**src/rtl/key_cmd_encoder.sv**
```systemverilog
// key_cmd_encoder: debounced push-button front end issuing start/pause/clear pulses.
module key_cmd_encoder #(
  parameter int DEBOUNCE_CYCLES = 500000,
  parameter int CNT_W = 20
) (
  input  logic       clk,
  input  logic       rst,
  input  logic [2:0] key_n_i,
  input  logic       finish_i,
  output logic       start_o,
  output logic       pause_o,
  output logic       clear_o,
  output logic [1:0] state_o,
  output logic [2:0] key_level_o
);
  typedef enum logic [1:0] {IDLE, RUN, PAUSED, DONE} state_t;
  localparam logic [CNT_W-1:0] LIMIT = CNT_W'(DEBOUNCE_CYCLES - 1);
  logic [2:0] r_sync1, r_sync2, r_stable, r_stable_d, r_armed, r_press;
  logic [1:0] r_warm;
  logic [CNT_W-1:0] r_cnt [3];
  state_t r_state, w_next;
  logic r_start, r_pause, r_clear, w_start, w_pause, w_clear;
  always_ff @(posedge clk) begin
    if (rst) begin
      r_sync1 <= '1;
      r_sync2 <= '1;
      r_warm <= '0;
    end else begin
      r_sync1 <= key_n_i;
      r_sync2 <= r_sync1;
      r_warm <= {r_warm[0], 1'b1};
    end
  end
  always_ff @(posedge clk) begin
    for (int i = 0; i < 3; i++) begin
      if (rst) begin
        r_cnt[i] <= '0;
        r_stable[i] <= 1'b1;
      end else if (r_sync2[i] == r_stable[i]) r_cnt[i] <= '0;
      else if (r_cnt[i] == LIMIT) begin
        r_cnt[i] <= '0;
        r_stable[i] <= r_sync2[i];
      end else r_cnt[i] <= r_cnt[i] + 1'b1;
    end
  end
  // A key is armed only once it has been seen released, so a key held through reset never fires.
  always_ff @(posedge clk) begin
    if (rst) begin
      r_stable_d <= '1;
      r_armed <= '0;
      r_press <= '0;
    end else begin
      r_stable_d <= r_stable;
      r_armed <= r_armed | (r_warm[1] ? (r_sync2 & r_stable) : 3'b000);
      r_press <= r_stable_d & ~r_stable & r_armed;
    end
  end
  always_comb begin
    w_next = r_state;
    w_start = 1'b0;
    w_pause = 1'b0;
    w_clear = 1'b0;
    if (r_press[2]) begin
      w_next = IDLE;
      w_clear = 1'b1;
    end else if (r_state == IDLE && r_press[0]) begin
      w_next = RUN;
      w_start = 1'b1;
    end else if (r_state == RUN && finish_i) w_next = DONE;
    else if ((r_state == RUN || r_state == PAUSED) && r_press[1]) begin
      w_next = (r_state == RUN) ? PAUSED : RUN;
      w_pause = 1'b1;
    end
  end
  always_ff @(posedge clk) begin
    if (rst) begin
      r_state <= IDLE;
      r_start <= 1'b0;
      r_pause <= 1'b0;
      r_clear <= 1'b0;
    end else begin
      r_state <= w_next;
      r_start <= w_start;
      r_pause <= w_pause;
      r_clear <= w_clear;
    end
  end
  assign start_o = r_start;
  assign pause_o = r_pause;
  assign clear_o = r_clear;
  assign state_o = r_state;
  assign key_level_o = ~r_stable;
endmodule

```
**config.mk**
```make
export PLATFORM = sky130hd
export DESIGN_NAME = key_cmd_encoder
export DESIGN_NICKNAME = d
export VERILOG_FILES = /design/src/rtl/key_cmd_encoder.sv
export SDC_FILE = /design/constraint.sdc
export NUM_CORES = 1
export LEC_CHECK = 0
export CORE_MARGIN = 2
export CORE_UTILIZATION = 40
export DETAILED_ROUTE_END_ITERATION = 10
export PLACE_DENSITY = 0.65
export SLEW_MARGIN = 10
export SYNTH_ARGS = -nofsm -noshare
export SYNTH_HDL_FRONTEND = slang
export SYNTH_SLANG_ARGS = --single-unit
```
**constraint.sdc**
```tcl
create_clock -name clk -period 2.4 [get_ports clk]
set_clock_uncertainty 0.1 [all_clocks]
set_input_delay 0.6 -clock clk [delete_from_list [all_inputs] [get_ports clk]]
set_output_delay 0.6 -clock clk [all_outputs]
set_load 0.005 [all_outputs]
```
==> flow_metrics.py, run 1 <==
metrics = {
    "worst_setup_path": {
        "reg2reg_slack_ps": 190,
        "critPathMaxStageDelay_ps": 660,
        "cp.required_ps": 2520,
        "worst-path-stages": 4,
        "cp_top_family": "simple AND/OR/NAND/NOR gates",
        "crit_type": "reg -> reg",
        "r2r-start": "r_cnt[0][6]$_SDFFCE_PN0P_",
        "critPathLaunchType": "register",
        "end_kind": "register",
        "critPathMostFrequentCell": "or4_1",
        "reg2reg_depth": 4,
        "crit_path_top_delay_cell": "or4_1",
        "path_max_fanout": 10,
        "critPathArrivalTime_ps": 2330,
        "worst_r2r_endpoint": "r_cnt[0][17]$_SDFFCE_PN0P_",
        "critical_path_buf_inv_count": 0,
        "worstPathCellList": "nand3_2 -> or4_1 -> or4_1 -> a21oi_1",
    },
    "synthesis": {
        "synth_seq_cells": 85,
        "ys_types": 45,
        "postSynth.asyncResetShare_pct": 0,
        "syn_avg_cell_area_um2": 10.27,
        "yosysSeqAreaShare_pct": 54.96,
        "syn_area_mm2": 0.004189,
        "synth-main-ff-cell": "edfxtp_1",
        "ys.warnings.count": 0,
        "synth_edf_count": 60,
        "syn_inst": 408,
    },
    "routing": {
        "drt_iter0_drc": 231,
        "wl_mm": 7.719,
        "drtPass1Iterations": 4,
        "post_drt_wl_per_cell_um": 12.19,
        "antenna_left": 0,
        "drcViolationCount": 0,
        "vias": 3111,
        "avgViaCountPerCell": 4.915,
    },
    "layout": {
        "layout-drive-gt1-share_pct": 8.451,
        "final_nets": 507,
        "syn_to_final_growth_pct": 18.16,
        "n_antenna_cell": 0,
    },
    "cts": {
        "post_cts_buffers": 0,
        "tritoncts": "yes",
        "clock_sinks": 85,
        "htree_num_levels": 3,
        "clk_latency_ps": 370,
        "cts_buffer_depth": 2,
        "cts_resized": 0,
        "cts_hold_buf": 0,
        "numCtsBuffers": 9,
        "cts_root_buf": "clkbuf_8",
        "path_clk_slew_ps": 90,
    },
    "die": {
        "fp.dieH_um": 106.3,
        "start_util_pct": 40.94,
        "io_pins": 14,
        "die_w_um": 106.3,
        "core-area_mm2": 0.01023,
        "core.rowCount": 37,
        "dieArea_mm2": 0.01131,
    },
    "flow_run": {
        "cap_violations": 0,
    },
    "timing": {
        "setup-violations-final": 0,
        "fmax_mhz": 453.3,
        "hold_violations": 0,
        "fin_setup_tns_ps": 0,
        "min_period_ps": 2206,
        "period_share_pct": 91.93,
        "rsz0062_at_grt": "no",
        "hold_ws_ps": 315.2,
        "timing.final.ws_setup_ps": 193.7,
        "maxSlewViolCount": 0,
    },
    "power_and_ir_drop": {
        "p_total_uw": 2832,
        "p_leak_uw": 0.001740,
        "irDropWorstVdd_mv": 0.2063,
        "power.density_mw_per_mm2": 572.2,
    },
    "global_route": {
        "overflow": 0,
        "grt_pass1_vias": 2971,
        "grt_max_degree": 21,
        "grt_pass1_wl_mm": 13.28,
        "antenna_found_initial": 0,
        "grt_usage_pct": 14.69,
    },
    "placement": {
        "dpl_worst_slack_ps": 224.9,
        "portBuffers": 13,
        "place.gp.congestion": 0.7872,
        "hpwlAfterDp_mm": 5.484,
    },
    "min_path": {
        "hp-start": "r_sync1[0]$_SDFF_PP1_",
        "hold_class": "reg -> reg",
        "hold_depth": 1,
        "holdPathEnd": "r_sync2[0]$_SDFF_PP1_",
    },
    "status": {
        "outcome": "completed",
    },
}
## layer usage
layer | GRT usage [%] | up-vias | wire length, µm
li1 | - | 1575 | -
met1 | 19.07 | 1468 | 3685
met2 | 23.21 | 59 | 3634
met3 | 4.292 | 9 | 296
met4 | 5.451 | 0 | 102
met5 | 0 | - | 0
## flip-flops by register name (all words and copies together) (netlist names)
signal and count:
clear_o 1, pause_o 1, r_armed 3, r_cnt 60
r_press 3, r_stable 3, r_stable_d 3, r_sync1 3
r_sync2 3, r_warm 2, start_o 1, state_o 2
## through the flow
stage          cells  utilization (%)  cell area (µm²)
6_report         633            48.38             4950
5_1_grt          633            48.38             4950
4_1_cts          633            48.38             4950
3_5_place_dp     617            46.45             4752
3_3_place_gp     617            46.45             4752
2_1_floorplan    467                -             4410
## power breakdown
part	switching (µW)	internal, µW
clock	568	456
combinational	70.0	56.8
sequential	59.4	1620
total	698	2130
## cells by family (layout without fill, tap and decap cells)
logic type / after synthesis / after routing / synth area share (%)
AO/OA/AOI/OAI: 33 / 33 / 4.809
XOR/XNOR: 42 / 42 / 8.781
adder cells (fa/ha/maj): 9 / 9 / 2.688
buffers and inverters: 32 / 62 / 3.136
flip-flops: 85 / 85 / 54.96
multiplexers: 2 / 2 / 0.4779
other: 1 / 60 / 0.08952
AND/OR/NAND/NOR: 204 / 204 / 25.06
## worst register-to-register path, delay by kind of cell, from the launching register on
kind	cells	cell delay, ps
AND/OR/NAND/NOR	3	1330
flip-flops	1	480
AO/OA/AOI/OAI	1	160
## Yosys cell counts, drive strengths merged (4+ instances only)
cell type	count	area, µm²
nor2	69	259.0
dfxtp	25	500.5
inv	22	82.58
o21ai	7	35.03
edfxtp	60	1802
nand2	29	108.9
clkbuf	6	22.52
and3	4	25.02
xor2	12	105.1
ha	9	112.6
or3	5	32.53
a21oi	15	75.07
nand4	18	125.1
nor3	14	70.07
nor4	12	75.07
nand3	24	125.1
or2	6	37.54
o31ai	4	30.03
xnor2	30	262.8
or4	9	71.32
buf	4	26.27
## layout make-up
cell class / instances / area [µm²]
fill: 952 / 5281
tap: 136 / 170.2
multi-input combinational: 350 / 1984
sequential: 85 / 2302
clock buffer: 10 / 148.9
timing repair buffer: 24 / 212.7
clock inverter: 6 / 48.80
inverter: 22 / 82.58
## cells in the final DEF, fill, tap and decap left out, types with 2 or more instances in the layout
cell type         n
ha_1              9
o31ai_1           4
nand2_1          29
or4_1             8
mux2i_1           2
edfxtp_1         60
conb_1           60
buf_4            11
a31o_2            2
nor4_1           12
and3_1            4
nor2b_1           3
and4_1            3
clkbuf_8          9
inv_6             3
or3_1             4
nor2_1           69
dfxtp_1          25
or2_2             6
o21ai_0           6
nand4_2           2
nand4_1          16
nor3_1           14
xnor2_1          30
nand3_1          23
xor2_1           12
inv_1            22
a21oi_1          15
clkdlybuf4s50_1  13
## worst max-delay path by stage
| stage | startpoint | endpoint |
|---|---|---|
| floorplan | r_cnt[1][0]$_SDFFCE_PN0P_ | r_cnt[1][18]$_SDFFCE_PN0P_ |
| global placement | r_cnt[0][6]$_SDFFCE_PN0P_ | r_cnt[0][19]$_SDFFCE_PN0P_ |
| detailed placement | r_cnt[0][6]$_SDFFCE_PN0P_ | r_cnt[0][17]$_SDFFCE_PN0P_ |
| CTS | r_cnt[0][6]$_SDFFCE_PN0P_ | r_cnt[0][17]$_SDFFCE_PN0P_ |
| global route | r_cnt[0][8]$_SDFFCE_PN0P_ | r_cnt[0][17]$_SDFFCE_PN0P_ |
| finish | r_cnt[0][6]$_SDFFCE_PN0P_ | r_cnt[0][17]$_SDFFCE_PN0P_ |
(Power assumes the default switching activity.)
==> inputs of run 2 (changes only) <==
PLACE_DENSITY = 0.67   (was 0.65)
clock period = 1.77 ns   (was 2.4 ns; I/O delays follow)
==> run 2 against run 1 <==
Effect of this change: the run now ends with negative setup slack left; clock-buffer cell count is the same; critical path depth did not move; first-iteration DRC count fell by 7.8%; power rose by 37%; register-to-register slack got worse by 370 ps; final cell count increased by 15%; sequential share of layout area is 8.6 points lower; via count increased by 16%; core utilization is 11 points higher; maximum frequency grew 14%; clock power increased by 25%; cell area is 23% higher; largest cell class is now multi-input combinational cells.
==> flow_metrics.py, run 2 (synthesis results as in run 1) <==
metrics = {
    "routing": {
        "antenna_left": 0,
        "drtPass1Iterations": 4,
        "dr_wl_met3_um": 331,
        "routed-wl-met2_mm": 5.086,
        "vias": 3622,
        "post_drt_wl_per_cell_um": 13.67,
        "drt_iter0_drc": 213,
        "avgViaCountPerCell": 4.962,
        "top_layer_used": "met4",
        "wl_mm": 9.977,
        "wl_met1_mm": 4.358,
        "drcViolationCount": 0,
    },
    "layout": {
        "layout-drive-gt1-share_pct": 32.49,
        "regMostFlops": "r_cnt",
        "syn_to_final_growth_pct": 45.28,
        "final_nets": 604,
        "final_cell_mix": "buf_4, nor2_1, edfxtp_1, conb_1, xnor2_1",
        "n_antenna_cell": 0,
        "largest_register_ffs": 60,
        "finalNonFillerCells": 730,
        "final_common_cell": "buf_4",
    },
    "die": {
        "start_util_pct": 40.94,
        "core.rowCount": 37,
        "fp.dieH_um": 106.3,
        "die_w_um": 106.3,
        "dieArea_mm2": 0.01131,
        "core-area_mm2": 0.01023,
        "io_pins": 14,
    },
    "cts": {
        "clk_latency_ps": 350,
        "clock_sinks": 85,
        "numCtsBuffers": 9,
        "cts_hold_buf": 0,
        "cts_root_buf": "clkbuf_8",
        "path_clk_slew_ps": 100,
        "cts_buffer_depth": 2,
        "tritoncts": "yes",
        "htree_num_levels": 3,
    },
    "timing": {
        "timing.final.ws_setup_ps": -172.7,
        "rsz0062_at_grt": "yes",
        "period_share_pct": 109.8,
        "min_period_ps": 1943,
        "setup-violations-final": 43,
        "maxSlewViolCount": 0,
        "hold_violations": 0,
        "fmax_mhz": 514.7,
    },
    "placement": {
        "placed_cells": 692,
        "hpwlAfterDp_mm": 6.383,
        "place.gp.congestion": 0.7853,
        "portBuffers": 13,
        "dpl_worst_slack_ps": -212.6,
    },
    "worst_setup_path": {
        "cp.required_ps": 1890,
        "crit_type": "reg -> reg",
        "reg2reg_depth": 4,
        "critPathLaunchType": "register",
        "critPathArrivalTime_ps": 2060,
        "end_kind": "register",
        "path_max_fanout": 5,
    },
    "global_route": {
        "antenna_found_initial": 0,
        "grt_usage_pct": 17.12,
        "grt_pass1_wl_mm": 15.48,
        "overflow": 0,
        "grt_max_degree": 21,
        "grt_pass1_vias": 3468,
    },
    "status": {
        "outcome": "finished with violations",
        "violations": "negative setup slack",
    },
    "power_and_ir_drop": {
        "clockPowerShare_pct": 33.0,
        "p_leak_uw": 0.002359,
        "power.density_mw_per_mm2": 637.6,
        "p_sw_uw": 977.3,
        "switching_share_pct": 25.18,
        "p_int_uw": 2903,
        "irDropWorstVdd_mv": 0.4108,
        "pwr-share-seq_pct": 58.2,
        "pwr-share-comb_pct": 8.7,
    },
    "flow_run": {
        "cap_violations": 0,
    },
    "min_path": {
        "hold_class": "reg -> reg",
        "hold_depth": 1,
    },
}
## run 2: changes by cell type in the layout (fill, tap and decap cells not counted), sizes merged
cell           delta
dlygate4sd2       +2
or4               +1
a31o              +3
dlymetal6s2s      +3
clkdlybuf4s50     -5
buf              +93
## run 2: critical path, cell delays in order (launching register included)
cell,delay (ps)
edfxtp_1,420
nand2_2,80
or4_4,580
or4_4,520
a21oi_2,120
## run 2: final cells by class
cell class / instances / area [µm²]
fillers: 791 / 4145
inverters: 22 / 82.58
repair buffers: 117 / 963.4
multi-input cells: 354 / 2384
flip-flops and latches: 85 / 2308
clock buffers: 10 / 127.6
clock inverters: 6 / 50.05
well taps: 136 / 170.2
## run 2: stage by stage
| step | util (%) | cell area [µm²] | power, µW | TNS, ps | hold slack, ps |
|---|---|---|---|---|---|
| floorplan | - | 4509 | 2439 | -1196 | 289.5 |
| global placement | 52.70 | 5391 | 2567 | -7900 | 295.5 |
| detailed placement | 52.70 | 5391 | 2578 | -9004 | 293.5 |
| CTS | 55.89 | 5718 | 3871 | -2300 | 322.6 |
| global route | 59.48 | 6086 | 4050 | -6646 | 335.0 |
| finish | 59.48 | 6086 | 3881 | -4039 | 319.1 |
## run 2: worst paths after layout
kind	slack, ps	to	from
max reg2reg	-170	r_cnt[0][19]$_SDFFCE_PN0P_	r_cnt[0][14]$_SDFFCE_PN0P_
max	-170	r_cnt[0][19]$_SDFFCE_PN0P_	r_cnt[0][14]$_SDFFCE_PN0P_
min	320	r_sync2[2]$_SDFF_PP1_	r_sync1[2]$_SDFF_PP1_
min reg2reg	320	r_sync2[2]$_SDFF_PP1_	r_sync1[2]$_SDFF_PP1_
## run 2: metal layers
layer	up-vias	GRT usage [%]
li1	1783	-
met1	1752	20.86
met2	68	29.26
met3	19	4.047
met4	0	6.673
met5	-	0
## run 2: timing repair
action                                 4_1_cts  5_1_grt
setup buffers                                6       12
gates cloned                                 3        1
pin swaps                                    9       23
endpoints found under the hold margin        0        0
setup endpoints to repair                   62       61
resized for setup                           17       57
## run 2: power by group through the flow
| stage | Sequential [µW] | Combinational (µW) | Clock, µW |
|---|---|---|---|
| 2_1_floorplan | 2300 | 137 | 0 |
| 3_3_place_gp | 2290 | 274 | 0 |
| 3_5_place_dp | 2300 | 280 | 0 |
| 4_1_cts | 2250 | 294 | 1320 |
| 5_1_grt | 2270 | 373 | 1410 |
| 6_report | 2260 | 338 | 1280 |
==> inputs of run 3 (changes only) <==
PLACE_DENSITY = unset   (was 0.67)
PLACE_DENSITY_LB_ADDON = 0.05   (was unset)
==> run 3 against run 2 <==
Effect of this change: the run still ends with negative setup slack left; clock power up 6%; critical path depth unchanged; non-clock buffer count up 9; sequential cell count unchanged; power up 2.5%; clock-buffer cell count up 1; sequential power about the same; worst setup slack worse by 2.2 ps; critical path type unchanged; critical endpoint is now r_cnt[0][17]$_SDFFCE_PN0P_; highest routed layer unchanged.
==> flow_metrics.py, run 3 (synthesis results as in run 1) <==
metrics = {
    "status": {
        "outcome": "finished with violations",
        "violations": "negative setup slack",
    },
    "placement": {
        "hpwlAfterDp_mm": 6.251,
        "portBuffers": 13,
        "placed_cells": 687,
        "place.gp.congestion": 0.7942,
    },
    "timing": {
        "hold_violations": 0,
        "min_period_ps": 1945,
        "setup-violations-final": 53,
        "maxSlewViolCount": 0,
        "fmax_mhz": 514.2,
        "timing.final.ws_setup_ps": -174.9,
        "rsz0062_at_grt": "yes",
        "period_share_pct": 109.9,
    },
    "cts": {
        "cts_root_buf": "clkbuf_8",
        "path_clk_slew_ps": 90,
        "tritoncts": "yes",
        "htree_num_levels": 3,
        "clock_sinks": 85,
        "cts_buffer_depth": 2,
        "clk_latency_ps": 360,
        "numCtsBuffers": 9,
    },
    "routing": {
        "wl_mm": 9.500,
        "antenna_left": 0,
        "post_drt_wl_per_cell_um": 12.93,
        "drtPass1Iterations": 6,
        "drt_iter0_drc": 98,
        "drcViolationCount": 0,
        "vias": 3551,
        "avgViaCountPerCell": 4.831,
    },
    "layout": {
        "final_nets": 609,
        "n_antenna_cell": 0,
        "syn_to_final_growth_pct": 49.52,
        "finalNonFillerCells": 735,
        "final_util_pct": 61.22,
        "largest_register_ffs": 60,
        "layout-drive-gt1-share_pct": 35.89,
        "final_common_cell": "buf_4",
        "regMostFlops": "r_cnt",
        "final_cell_mix": "buf_4, edfxtp_1, conb_1, nor2_1, xnor2_1",
    },
    "worst_setup_path": {
        "critical_path_buf_inv_count": 0,
        "crit_path_top_delay_cell": "or4_4",
        "crit_type": "reg -> reg",
        "cp_top_family": "simple AND/OR/NAND/NOR gates",
        "critPathLaunchType": "register",
        "path_max_fanout": 8,
        "cp.required_ps": 1890,
        "worstPathCellList": "nand2_1 -> or4_4 -> or4_1 -> a21oi_2",
        "critPathArrivalTime_ps": 2060,
        "critPathMaxStageDelay_ps": 600,
        "worst-path-stages": 4,
        "end_kind": "register",
        "reg2reg_depth": 4,
    },
    "die": {
        "core.rowCount": 37,
        "start_util_pct": 40.94,
        "fp.dieH_um": 106.3,
        "die_w_um": 106.3,
        "dieArea_mm2": 0.01131,
        "io_pins": 14,
        "core-area_mm2": 0.01023,
    },
    "power_and_ir_drop": {
        "irDropWorstVdd_mv": 0.4684,
        "p_leak_uw": 0.002412,
        "power.density_mw_per_mm2": 635.3,
    },
    "global_route": {
        "antenna_found_initial": 0,
        "grt_pass1_wl_mm": 15.53,
        "grt_pass1_vias": 3464,
        "grt_usage_pct": 17.24,
        "grt_max_degree": 21,
        "overflow": 0,
    },
    "min_path": {
        "hold_depth": 1,
        "hold_class": "reg -> reg",
    },
    "flow_run": {
        "cap_violations": 0,
    },
}
## run 3: cell types whose count changed in the layout (fill, tap and decap cells not counted), moves of 4 or more
cell,delta
nor2_2,+7
nor2_1,-19
nor2_4,+12
a31o_4,-4
buf_6,+5
## run 3: stage by stage
| step | TNS (ps) | hold WS [ps] | worst slack, ps | total power (µW) | instance area, µm² |
|---|---|---|---|---|---|
| 2_1_floorplan | -1196 | 289.5 | -200.0 | 2439 | 4509 |
| 3_3_place_gp | -6996 | 293.5 | -173.9 | 2571 | 5366 |
| 3_5_place_dp | -7678 | 298.0 | -233.7 | 2575 | 5366 |
| 4_1_cts | -2480 | 322.8 | -155.8 | 3974 | 5774 |
| 5_1_grt | -8899 | 351.7 | -255.8 | 4155 | 6264 |
| 6_report | -3827 | 318.7 | -174.9 | 3979 | 6264 |
## run 3: area by class of cell
class | instances | area [µm²]
repair buffers | 126 | 1096
inverters | 22 | 82.58
well taps | 136 | 170.2
clock buffers | 11 | 152.6
clock inverters | 5 | 38.79
fillers | 868 | 3968
multi-input cells | 350 | 2415
flip-flops and latches | 85 | 2308
## run 3: routing by layer
metal / vias up / global-route usage [%] / share of wire, %
met3: 13 / 2.759 / 3.0
met4: 0 / 7.331 / 1.9
li1: 1781 / - / -
met5: - / 0 / 0
met1: 1705 / 21.58 / 45
met2: 52 / 29.49 / 50
## run 3: worst paths after layout
check                                           startpoint                    endpoint  slack [ps]
worst max-delay path            r_cnt[0][14]$_SDFFCE_PN0P_  r_cnt[0][17]$_SDFFCE_PN0P_        -170
worst min-delay path                 r_sync1[2]$_SDFF_PP1_       r_sync2[2]$_SDFF_PP1_         320
worst max register to register  r_cnt[0][14]$_SDFFCE_PN0P_  r_cnt[0][17]$_SDFFCE_PN0P_        -170
worst min register to register       r_sync1[2]$_SDFF_PP1_       r_sync2[2]$_SDFF_PP1_         320
## run 3: what timing repair did
action | in CTS | in global routing
resized for setup | 23 | 85
buffers inserted | 17 | 14
gates cloned | 1 | 2
setup endpoints to repair | 63 | 59
pin swaps | 9 | 32
hold buffers | 0 | 0
## run 3: power breakdown
part | switching [µW] | total [µW] | leakage (µW) | internal, µW
Clock | 749 | 1360 | 0.000100 | 611
Sequential | 59.0 | 2260 | 0.000823 | 2200
Combinational | 176 | 363 | 0.00149 | 187
Total | 984 | 3980 | 0.00241 | 3000
## run 3: worst register-to-register path, delay by kind of cell, from the launching register on
family             cells  cell delay (ps)
and+or+nand+nor        3             1200
AOI/OAI and AO/OA      1              130
DFF                    1              380
